### src/rtl/unidade_controle_if.sv
// Control bundle between the instruction decoder/datapath and unidade_controle.
// master = the control unit, slave = the decoder/datapath side driving strobes and flags.
interface unidade_controle_if;
  logic sNOP, sSTA, sLDA, sADD, sSUB, sAND, sOR, sNOT;
  logic sJ, sJN, sJZ, sIN, sOUT, sSHR, sSHL, sHLT;
  logic sDIR, sIND, sIM, sSOP;
  logic flag_n, flag_z;
  logic ent_valido, sai_pronto;

  logic [1:0] sel_end;
  logic       carga_rem, mem_le, mem_esc, carga_rdm, carga_ri, inc_pc;
  logic       carga_pc, sel_pc, carga_ac, sel_ac;
  logic [2:0] op_ula;
  logic       sel_b, ent_ack, sai_valido, parado, erro_es;

  modport master (
    input  sNOP, sSTA, sLDA, sADD, sSUB, sAND, sOR, sNOT,
           sJ, sJN, sJZ, sIN, sOUT, sSHR, sSHL, sHLT,
           sDIR, sIND, sIM, sSOP, flag_n, flag_z, ent_valido, sai_pronto,
    output sel_end, carga_rem, mem_le, mem_esc, carga_rdm, carga_ri, inc_pc,
           carga_pc, sel_pc, carga_ac, sel_ac, op_ula, sel_b,
           ent_ack, sai_valido, parado, erro_es
  );

  modport slave (
    output sNOP, sSTA, sLDA, sADD, sSUB, sAND, sOR, sNOT,
           sJ, sJN, sJZ, sIN, sOUT, sSHR, sSHL, sHLT,
           sDIR, sIND, sIM, sSOP, flag_n, flag_z, ent_valido, sai_pronto,
    input  sel_end, carga_rem, mem_le, mem_esc, carga_rdm, carga_ri, inc_pc,
           carga_pc, sel_pc, carga_ac, sel_ac, op_ula, sel_b,
           ent_ack, sai_valido, parado, erro_es
  );
endinterface

### src/rtl/unidade_controle.sv
// Multi-cycle control FSM of the 16-bit accumulator processor: fetch, operand
// fetch through REM/RDM, execute, jumps, I/O handshakes with optional timeout, halt.
module unidade_controle #(
  parameter int ESPERA_MAX = 0
) (
  input  logic                   clk,
  input  logic                   rst_n,
  unidade_controle_if.master     bus,
  output logic [4:0]             estado_dbg
);

  typedef enum logic [4:0] {
    INICIO, B0, B1, B2, DEC, E0, E1, E2, E3, E4, E5,
    EXEC, ESC, SALTO, ENTRADA, SAIDA, PARADO
  } estado_t;

  localparam int CW = (ESPERA_MAX > 1) ? $clog2(ESPERA_MAX + 1) : 1;
  localparam logic [CW-1:0] CNT_FIM = CW'((ESPERA_MAX == 0) ? 0 : ESPERA_MAX - 1);

  estado_t       estado_q, estado_d;
  logic [CW-1:0] cnt_q, cnt_d;
  logic          erro_q, erro_d;
  // Instruction context captured in DEC so the operand chain need not re-read the decoder.
  logic          ind_q, ind_d, imm_q, imm_d, sta_q, sta_d, jmp_q, jmp_d;
  logic [2:0]    op_q, op_d;

  logic eh_carga, eh_unaria, eh_salto, salto_tomado, modo_mem, espera_fim;

  assign eh_carga     = bus.sLDA | bus.sADD | bus.sSUB | bus.sAND | bus.sOR;
  assign eh_unaria    = bus.sNOT | bus.sSHR | bus.sSHL;
  assign eh_salto     = bus.sJ | bus.sJN | bus.sJZ;
  assign salto_tomado = bus.sJ | (bus.sJN & bus.flag_n) | (bus.sJZ & bus.flag_z);
  assign modo_mem     = (bus.sDIR | bus.sIND) & ~bus.sSOP;
  assign espera_fim   = (ESPERA_MAX != 0) && (cnt_q == CNT_FIM);
  assign estado_dbg   = estado_q;

  always_ff @(posedge clk or negedge rst_n) begin
    if (!rst_n) begin
      estado_q <= INICIO;
      cnt_q    <= '0;
      erro_q   <= 1'b0;
      ind_q    <= 1'b0;
      imm_q    <= 1'b0;
      sta_q    <= 1'b0;
      jmp_q    <= 1'b0;
      op_q     <= 3'd0;
    end else begin
      estado_q <= estado_d;
      cnt_q    <= cnt_d;
      erro_q   <= erro_d;
      ind_q    <= ind_d;
      imm_q    <= imm_d;
      sta_q    <= sta_d;
      jmp_q    <= jmp_d;
      op_q     <= op_d;
    end
  end

  // I/O handshakes: a transfer completes in the cycle where our strobe (ent_ack /
  // sai_valido) and the partner's flag (ent_valido / sai_pronto) are both high.
  always_comb begin
    estado_d = estado_q;
    cnt_d    = '0;
    erro_d   = erro_q;
    ind_d    = ind_q;
    imm_d    = imm_q;
    sta_d    = sta_q;
    jmp_d    = jmp_q;
    op_d     = op_q;

    bus.sel_end    = 2'd0;
    bus.carga_rem  = 1'b0;
    bus.mem_le     = 1'b0;
    bus.mem_esc    = 1'b0;
    bus.carga_rdm  = 1'b0;
    bus.carga_ri   = 1'b0;
    bus.inc_pc     = 1'b0;
    bus.carga_pc   = 1'b0;
    bus.sel_pc     = 1'b0;
    bus.carga_ac   = 1'b0;
    bus.sel_ac     = 1'b0;
    bus.op_ula     = 3'd0;
    bus.sel_b      = 1'b0;
    bus.ent_ack    = 1'b0;
    bus.sai_valido = 1'b0;
    bus.parado     = 1'b0;
    bus.erro_es    = erro_q;

    unique case (estado_q)
      INICIO: estado_d = B0;
      B0: begin
        bus.carga_rem = 1'b1;
        estado_d      = B1;
      end
      B1: begin
        bus.mem_le = 1'b1;
        bus.inc_pc = 1'b1;
        estado_d   = B2;
      end
      B2: begin
        bus.carga_ri = 1'b1;
        estado_d     = DEC;
      end
      DEC: begin
        ind_d = bus.sIND;
        imm_d = bus.sIM;
        sta_d = bus.sSTA;
        jmp_d = 1'b0;
        if      (bus.sADD) op_d = 3'd1;
        else if (bus.sSUB) op_d = 3'd2;
        else if (bus.sAND) op_d = 3'd3;
        else if (bus.sOR)  op_d = 3'd4;
        else if (bus.sNOT) op_d = 3'd5;
        else if (bus.sSHR) op_d = 3'd6;
        else if (bus.sSHL) op_d = 3'd7;
        else               op_d = 3'd0;

        if (bus.sNOP) begin
          estado_d = B0;
        end else if (eh_carga) begin
          if (bus.sIM)        estado_d = EXEC;
          else if (modo_mem)  estado_d = E0;
          else                estado_d = B0;
        end else if (bus.sSTA) begin
          estado_d = modo_mem ? E0 : B0;
        end else if (eh_unaria) begin
          imm_d    = 1'b0;
          estado_d = EXEC;
        end else if (eh_salto) begin
          if (!salto_tomado)              estado_d = B0;
          else if (bus.sIND) begin
            jmp_d    = 1'b1;
            estado_d = E0;
          end else if (bus.sDIR | bus.sIM) estado_d = SALTO;
          else                            estado_d = B0;
        end else if (bus.sIN) begin
          estado_d = ENTRADA;
        end else if (bus.sOUT) begin
          estado_d = SAIDA;
        end else if (bus.sHLT) begin
          estado_d = PARADO;
        end else begin
          estado_d = B0;
        end
      end
      E0: begin
        bus.sel_end   = 2'd1;
        bus.carga_rem = 1'b1;
        estado_d      = (sta_q && !ind_q) ? ESC : E1;
      end
      E1: begin
        bus.mem_le = 1'b1;
        estado_d   = E2;
      end
      E2: begin
        bus.carga_rdm = 1'b1;
        if (jmp_q)      estado_d = SALTO;
        else if (ind_q) estado_d = E3;
        else            estado_d = EXEC;
      end
      E3: begin
        bus.sel_end   = 2'd2;
        bus.carga_rem = 1'b1;
        estado_d      = sta_q ? ESC : E4;
      end
      E4: begin
        bus.mem_le = 1'b1;
        estado_d   = E5;
      end
      E5: begin
        bus.carga_rdm = 1'b1;
        estado_d      = EXEC;
      end
      EXEC: begin
        bus.carga_ac = 1'b1;
        bus.op_ula   = op_q;
        bus.sel_b    = imm_q;
        estado_d     = B0;
      end
      ESC: begin
        bus.mem_esc = 1'b1;
        estado_d    = B0;
      end
      SALTO: begin
        bus.carga_pc = 1'b1;
        bus.sel_pc   = ind_q;
        estado_d     = B0;
      end
      ENTRADA: begin
        cnt_d = cnt_q + CW'(1);
        // A handshake in the last allowed cycle beats the timeout.
        if (bus.ent_valido) begin
          bus.carga_ac = 1'b1;
          bus.sel_ac   = 1'b1;
          bus.ent_ack  = 1'b1;
          estado_d     = B0;
        end else if (espera_fim) begin
          erro_d   = 1'b1;
          estado_d = B0;
        end
      end
      SAIDA: begin
        cnt_d          = cnt_q + CW'(1);
        bus.sai_valido = 1'b1;
        if (bus.sai_pronto) begin
          estado_d = B0;
        end else if (espera_fim) begin
          erro_d   = 1'b1;
          estado_d = B0;
        end
      end
      PARADO: bus.parado = 1'b1;
      default: estado_d = INICIO;
    endcase
  end

endmodule

### src/flat_wrapper.sv
// flat-port wrapper written by rule: the top's interface ports become plain ports
module unidade_controle_flat 
#(
  parameter int ESPERA_MAX = 0
)
  (clk, rst_n, estado_dbg, bus_sNOP, bus_sSTA, bus_sLDA, bus_sADD, bus_sSUB, bus_sAND, bus_sOR, bus_sNOT, bus_sJ, bus_sJN, bus_sJZ, bus_sIN, bus_sOUT, bus_sSHR, bus_sSHL, bus_sHLT, bus_sDIR, bus_sIND, bus_sIM, bus_sSOP, bus_flag_n, bus_flag_z, bus_ent_valido, bus_sai_pronto, bus_sel_end, bus_carga_rem, bus_mem_le, bus_mem_esc, bus_carga_rdm, bus_carga_ri, bus_inc_pc, bus_carga_pc, bus_sel_pc, bus_carga_ac, bus_sel_ac, bus_op_ula, bus_sel_b, bus_ent_ack, bus_sai_valido, bus_parado, bus_erro_es);
  unidade_controle_if bus_i ();
  input  logic clk;
  input  logic rst_n;
  output logic [4:0] estado_dbg;
  input wire logic [$bits(bus_i.sNOP)-1:0] bus_sNOP;
  input wire logic [$bits(bus_i.sSTA)-1:0] bus_sSTA;
  input wire logic [$bits(bus_i.sLDA)-1:0] bus_sLDA;
  input wire logic [$bits(bus_i.sADD)-1:0] bus_sADD;
  input wire logic [$bits(bus_i.sSUB)-1:0] bus_sSUB;
  input wire logic [$bits(bus_i.sAND)-1:0] bus_sAND;
  input wire logic [$bits(bus_i.sOR)-1:0] bus_sOR;
  input wire logic [$bits(bus_i.sNOT)-1:0] bus_sNOT;
  input wire logic [$bits(bus_i.sJ)-1:0] bus_sJ;
  input wire logic [$bits(bus_i.sJN)-1:0] bus_sJN;
  input wire logic [$bits(bus_i.sJZ)-1:0] bus_sJZ;
  input wire logic [$bits(bus_i.sIN)-1:0] bus_sIN;
  input wire logic [$bits(bus_i.sOUT)-1:0] bus_sOUT;
  input wire logic [$bits(bus_i.sSHR)-1:0] bus_sSHR;
  input wire logic [$bits(bus_i.sSHL)-1:0] bus_sSHL;
  input wire logic [$bits(bus_i.sHLT)-1:0] bus_sHLT;
  input wire logic [$bits(bus_i.sDIR)-1:0] bus_sDIR;
  input wire logic [$bits(bus_i.sIND)-1:0] bus_sIND;
  input wire logic [$bits(bus_i.sIM)-1:0] bus_sIM;
  input wire logic [$bits(bus_i.sSOP)-1:0] bus_sSOP;
  input wire logic [$bits(bus_i.flag_n)-1:0] bus_flag_n;
  input wire logic [$bits(bus_i.flag_z)-1:0] bus_flag_z;
  input wire logic [$bits(bus_i.ent_valido)-1:0] bus_ent_valido;
  input wire logic [$bits(bus_i.sai_pronto)-1:0] bus_sai_pronto;
  output wire logic [$bits(bus_i.sel_end)-1:0] bus_sel_end;
  output wire logic [$bits(bus_i.carga_rem)-1:0] bus_carga_rem;
  output wire logic [$bits(bus_i.mem_le)-1:0] bus_mem_le;
  output wire logic [$bits(bus_i.mem_esc)-1:0] bus_mem_esc;
  output wire logic [$bits(bus_i.carga_rdm)-1:0] bus_carga_rdm;
  output wire logic [$bits(bus_i.carga_ri)-1:0] bus_carga_ri;
  output wire logic [$bits(bus_i.inc_pc)-1:0] bus_inc_pc;
  output wire logic [$bits(bus_i.carga_pc)-1:0] bus_carga_pc;
  output wire logic [$bits(bus_i.sel_pc)-1:0] bus_sel_pc;
  output wire logic [$bits(bus_i.carga_ac)-1:0] bus_carga_ac;
  output wire logic [$bits(bus_i.sel_ac)-1:0] bus_sel_ac;
  output wire logic [$bits(bus_i.op_ula)-1:0] bus_op_ula;
  output wire logic [$bits(bus_i.sel_b)-1:0] bus_sel_b;
  output wire logic [$bits(bus_i.ent_ack)-1:0] bus_ent_ack;
  output wire logic [$bits(bus_i.sai_valido)-1:0] bus_sai_valido;
  output wire logic [$bits(bus_i.parado)-1:0] bus_parado;
  output wire logic [$bits(bus_i.erro_es)-1:0] bus_erro_es;
  assign bus_i.sNOP = bus_sNOP;
  assign bus_i.sSTA = bus_sSTA;
  assign bus_i.sLDA = bus_sLDA;
  assign bus_i.sADD = bus_sADD;
  assign bus_i.sSUB = bus_sSUB;
  assign bus_i.sAND = bus_sAND;
  assign bus_i.sOR = bus_sOR;
  assign bus_i.sNOT = bus_sNOT;
  assign bus_i.sJ = bus_sJ;
  assign bus_i.sJN = bus_sJN;
  assign bus_i.sJZ = bus_sJZ;
  assign bus_i.sIN = bus_sIN;
  assign bus_i.sOUT = bus_sOUT;
  assign bus_i.sSHR = bus_sSHR;
  assign bus_i.sSHL = bus_sSHL;
  assign bus_i.sHLT = bus_sHLT;
  assign bus_i.sDIR = bus_sDIR;
  assign bus_i.sIND = bus_sIND;
  assign bus_i.sIM = bus_sIM;
  assign bus_i.sSOP = bus_sSOP;
  assign bus_i.flag_n = bus_flag_n;
  assign bus_i.flag_z = bus_flag_z;
  assign bus_i.ent_valido = bus_ent_valido;
  assign bus_i.sai_pronto = bus_sai_pronto;
  assign bus_sel_end = bus_i.sel_end;
  assign bus_carga_rem = bus_i.carga_rem;
  assign bus_mem_le = bus_i.mem_le;
  assign bus_mem_esc = bus_i.mem_esc;
  assign bus_carga_rdm = bus_i.carga_rdm;
  assign bus_carga_ri = bus_i.carga_ri;
  assign bus_inc_pc = bus_i.inc_pc;
  assign bus_carga_pc = bus_i.carga_pc;
  assign bus_sel_pc = bus_i.sel_pc;
  assign bus_carga_ac = bus_i.carga_ac;
  assign bus_sel_ac = bus_i.sel_ac;
  assign bus_op_ula = bus_i.op_ula;
  assign bus_sel_b = bus_i.sel_b;
  assign bus_ent_ack = bus_i.ent_ack;
  assign bus_sai_valido = bus_i.sai_valido;
  assign bus_parado = bus_i.parado;
  assign bus_erro_es = bus_i.erro_es;
  unidade_controle #(.ESPERA_MAX(ESPERA_MAX)) u_core (.clk(clk), .rst_n(rst_n), .bus(bus_i), .estado_dbg(estado_dbg));
endmodule
### config.mk
export PLATFORM = sky130hd
export DESIGN_NAME = unidade_controle_flat
export DESIGN_NICKNAME = d
export VERILOG_FILES = /design/src/rtl/unidade_controle_if.sv /design/src/rtl/unidade_controle.sv /design/src/flat_wrapper.sv
export SDC_FILE = /design/constraint.sdc
export NUM_CORES = 1
export LEC_CHECK = 0
export CAP_MARGIN = 30
export CORE_AREA = 8 8 51 74
export DETAILED_ROUTE_END_ITERATION = 16
export DIE_AREA = 0 0 59 82
export MAX_ROUTING_LAYER = met4
export PLACE_DENSITY = 0.82
export SYNTH_ARGS = -nofsm -noshare
export SYNTH_HDL_FRONTEND = slang
export SYNTH_SLANG_ARGS = --single-unit
### constraint.sdc
create_clock -name clk -period 2.2 [get_ports clk]
set_clock_uncertainty 0.05 [all_clocks]
set_input_delay 0.22 -clock clk [delete_from_list [all_inputs] [get_ports clk]]
set_output_delay 0.22 -clock clk [all_outputs]
set_load 0.01 [all_outputs]
# Word level (Yosys, flattened, before mapping)
# Index checks and enable logic that the tools add are counted.
# classes
n_eq_ne,18
muxes,54
n_bitwise,17
n_reduce_logical,8
# ops
operator,n
two-way mux 5 bit,14
one-hot mux 5 bit (14 select lines),1
equality test 5 x 4 -> 1 bit (second input constant),8
two-way mux 3 bit,10
two-way mux 1 bit,24
equality test 5 x 3 -> 1 bit (second input constant),4
bitwise OR 1 bit,12
equality test 5 x 2 -> 1 bit (second input constant),2
two-way mux 4 bit,2
OR reduction 3 bit,2
equality test 5 x 1 -> 1 bit (second input constant),1
equality test 5 bit (second input constant),1
zero test 5 bit,1
inequality test 2 bit (second input constant),2
one-hot mux 2 bit (2 select lines),1
OR reduction 4 bit,1
AND 1 bit,3
AND reduction 3 bit,1
two-way mux 2 bit,1
inverter 1 bit,2
one-hot mux 1 bit (2 select lines),1
OR reduction 2 bit,1
logical AND 1 bit,1
zero test 1 bit,1
# totals
reg_bits,12
output_inout_bits,25
elab_cells,103

# Logic depth before layout (Yosys ltp)
# depth
word_depth,10
depth_mapped,7
mapped_depth_nobuf,5

# Least setup slack after synthesis
# No wires, ideal clock.
# synth_timing
kind,in2reg
from,input port bus_sAND
to,register u_core.estado_q[2] (netlist: u_core.estado_dbg[2])
setup_ps,65
arrival_time_ps,1737
required_ps,2085
slack_ps,348
path_stages,5
path_buffers,0
cell_sequence,or3_4 -> or4_4 -> or4_4 -> a21oi_2 -> a211o_1
# synth_between
elab_chain_len,5
# synth_rtl
element,line,rtl
from (decl),flat_wrapper.sv:16,input wire logic [$bits(bus_i.sAND)-1:0] bus_sAND;
bitwise OR 1 bit (2 in a row),unidade_controle.sv:29,assign eh_carga = bus.sLDA | bus.sADD | bus.sSUB | bus.sAND | bus.sOR;
two-way mux 5 bit,unidade_controle.sv:120,end else if (eh_carga) begin
two-way mux 5 bit,unidade_controle.sv:118,if (bus.sNOP) begin
one-hot mux 5 bit (14 select lines),unidade_controle.sv:89,unique case (estado_q)
to (signal assigned),unidade_controle.sv:48,estado_q <= estado_d;
to (decl),unidade_controle.sv:20,"estado_t estado_q, estado_d;"
# No other way between the ends.
# A chain may end at the register's enable or synchronous reset.

# Worst setup path in the final report
# layout_timing
from,register u_core.estado_q[4] (netlist: u_core.estado_dbg[4])
to,output port bus_sel_end[1]
# layout_between
elab_chain_len,2
# layout_rtl
element,line,rtl
equality test 5 x 4 -> 1 bit or equality test 5 x 3 -> 1 bit (tied branches),unidade_controle.sv:89,
one-hot mux 2 bit (2 select lines) *,unidade_controle.sv:89,
to (decl),flat_wrapper.sv:35,output wire logic [$bits(bus_i.sel_end)-1:0] bus_sel_end;
# Every way passes the cells marked *; elsewhere a longest branch is shown, timed or not.

==> results.ini <==
[outcome]
outcome = completed

[logic_synthesis]
ys_seq_area_frac = 0.278
synth-edff-count = 0
synth_cells = 150
synth_top_area_cell = dfrtp_1
synth_nets = 176
yosysTopAreaCellShare = 0.278
yosys_warnings = 0
netlist_top_cells_area = dfrtp_1, nor2_1, nor3_1
syn_area_per_cell_um2 = 7.20
ys_async_sr_fraction = 1.00
yosys_register_bits = 12
synth.distinct_cells = 43
synth_area_um2 = 1080
synthFlopType = dfrtp_1

[timing]
worstMarginPinSlew_ns = 0.540
max_freq_ghz = 0.468
setup_violations = 0
fin_crit_sh = 0.971
rsz0062_at_grt = false
drv_slew = 0
slew_headroom = 0.639
fin_crit_ns = 2.14
hold_viol_final = 0

[finish]
area_growth_pct = 62.1
fin_nets = 231
n_antenna_cell = 0
final_layout_size_suffix_gt1_frac = 0.137
fin_util = 0.634

[global_routing]
grt_pass1_vias = 1355
grtUsageTotal = 0.164
grt_max_degree = 18
overflow = 0
grt_pass1_wl_mm = 6.07
antenna_found_initial = 0

[cts]
cts_hold_buffers = 0
cts_max_level = 1
cts_made_buffers = 3
cts_buffer_depth = 2
clk_pin_slew_ns = 0.05
cts_tree = yes
clock_sinks = 12
clk_latency_ns = 0.24
cts-root-buf = clkbuf_8

[routing]
drt_iter0_markers = 46
antenna_left = 0
post_drt_wl_per_cell_um = 15.1
dr.pass1.iters = 4
via_per_inst = 5.40
num_vias = 1311
post-route-drc-count = 0
drt-total-wl_mm = 3.67

[worst_setup_path]
r2r_setup_slack_ns = 0.44
arrival_ns = 1.87
worstPathCellList = buf_4, nor3_1, and3_1, clkdlybuf4s50_1
crit_path_end_kind = primary output
r2r_start = u_core.estado_dbg[4]
reg2reg_depth = 6
startpoint_type = flip-flop
cp_data_required_time_ns = 1.93
r2r-end = u_core.estado_dbg[2]
cp_top_family = buffers and inverters
criticalPathCategory = reg -> out
crit_fanout = 16
critPathMaxStageDelay_ns = 0.53
worst_path_max_delay_cell = clkdlybuf4s50_1
crit_buf_inv = 2

[hold_path]
min_path_type = in -> async

[power_and_ir_drop]
peakVddDrop_mv = 0.457
leakage_nw = 0.784
total_power_mw = 1.71
power_density_nw_per_um2 = 979

[placement]
place_congestion = 0.921
dp_hpwl_mm = 3.00
port_buffers = 49

[floorplanning]
die_y_um = 82
dieArea_um2 = 4840
io_pins = 51
die_w_um = 59
fp-row-count = 24
core_um2 = 2760
start_util = 0.391

[job]
cap_violations = 0

## worst reg2reg max path: stages, from the launching register on
cell,delay [ns]
dfrtp_1,0.37
buf_4,0.19
nor2_1,0.19
nand3_1,0.14
or4_4,0.55
a21oi_2,0.12
a211o_1,0.10
## sequential cells by signal, summed over array words and instances (netlist names)
register and cells:
u_core.estado_dbg 5, u_core.jmp_q 1, u_core.sta_q 1, u_core.ind_q 1, u_core.imm_q 1, u_core.op_q 3
## what timing repair did
| item | in CTS | in global routing |
|---|---|---|
| resized for setup | 1 | 8 |
| endpoints found under the setup margin | 5 | 10 |
| pin swaps | 0 | 1 |
| buffers inserted | 1 | 0 |
## where the power goes
| group | switching (mW) | internal, mW | total (mW) | leakage, nW |
|---|---|---|---|---|
| clock | 0.0823 | 0.158 | 0.240 | 0.0288 |
| combinational | 0.573 | 0.530 | 1.10 | 0.605 |
| sequential | 0.0567 | 0.313 | 0.370 | 0.151 |
| total | 0.712 | 1.00 | 1.71 | 0.784 |
## layer usage
layer / part of all wire / global-route usage / wire (um) / up-vias
met2: 0.55 / 0.307 / 2020 / 52
li1: - / - / - / 656
met1: 0.39 / 0.161 / 1420 / 599
met5: 0 / - / 0 / -
met3: 0.050 / 0.0188 / 184 / 4
met4: 0.014 / 0.0769 / 52 / 0
## synth_stat cells, drive strengths merged (3+ instances only)
master,n
o31ai,6
dfrtp,12
a21oi,8
nor3,11
clkbuf,9
nand3b,4
inv,6
or4,3
nor2,22
nand4,3
buf,3
nand2,13
or3,3
nand3,3
and2,4
o21ai,10
nor4,3
## area by class of cell
class                           count  area, um^2
Clock buffer                        4        55.1
Timing Repair Buffer               62         601
Fill cell                         263        1010
Multi-Input combinational cell    120         723
Sequential cell                    12         300
Inverter                            6        22.5
Tap cell                           39        48.8
## worst max path at each step
stage / slack (ns) / end / cells after the start / startpoint
floorplan: 0.35 / u_core.estado_dbg[2] / 5 / bus_sAND
global placement: -0.11 / u_core.estado_dbg[2] / 6 / bus_sAND
detailed placement: -0.15 / u_core.estado_dbg[2] / 6 / bus_sAND
CTS: 0.005 / bus_op_ula[2] / 5 / u_core.estado_dbg[0]
global route: 0.002 / bus_sel_end[1] / 4 / u_core.estado_dbg[4]
finish: 0.06 / bus_sel_end[1] / 4 / u_core.estado_dbg[4]
## cell families after synthesis
group	after synthesis	share of synthesized area
XOR/XNOR	1	0.00811
multiplexers	3	0.0301
other	1	0.00347
flip-flops	12	0.278
AO/OA/AOI/OAI	39	0.245
buffers and inverters	18	0.0695
AND/OR/NAND/NOR	76	0.366
## stage by stage
| step | hold slack, ns | cell area (um^2) | instances | setup WS (ns) | TNS (ns) |
|---|---|---|---|---|---|
| after floorplan | -0.126 | 1080 | 150 | 0.348 | 0 |
| after global placement | 0.403 | 1660 | 238 | -0.105 | -0.341 |
| after detailed placement | 0.415 | 1660 | 238 | -0.152 | -0.568 |
| after CTS | 0.298 | 1720 | 243 | 0.00533 | 0 |
| after global routing | 0.324 | 1750 | 243 | 0.00179 | 0 |
| final | 0.285 | 1750 | 243 | 0.0645 | 0 |
## cells in the final DEF, fill, tap and decap left out, types with 2 or more instances in the layout
cell type        count
clkdlybuf4s50_1     44
nor2_1              21
nand2_1             13
buf_4               13
dfrtp_1             12
nor3_1              10
o21ai_0             10
a21oi_1              7
inv_1                6
o31ai_1              6
dlymetal6s2s_1       5
nand3b_1             4
and2_1               4
clkbuf_8             4
nand3_1              3
nand4_1              3
nand2b_1             2
or3_4                2
nor4_1               2
a31oi_1              2
mux2_2               2
nor2b_1              2
or4_4                2
a211o_1              2
(Power assumes the default switching activity.)
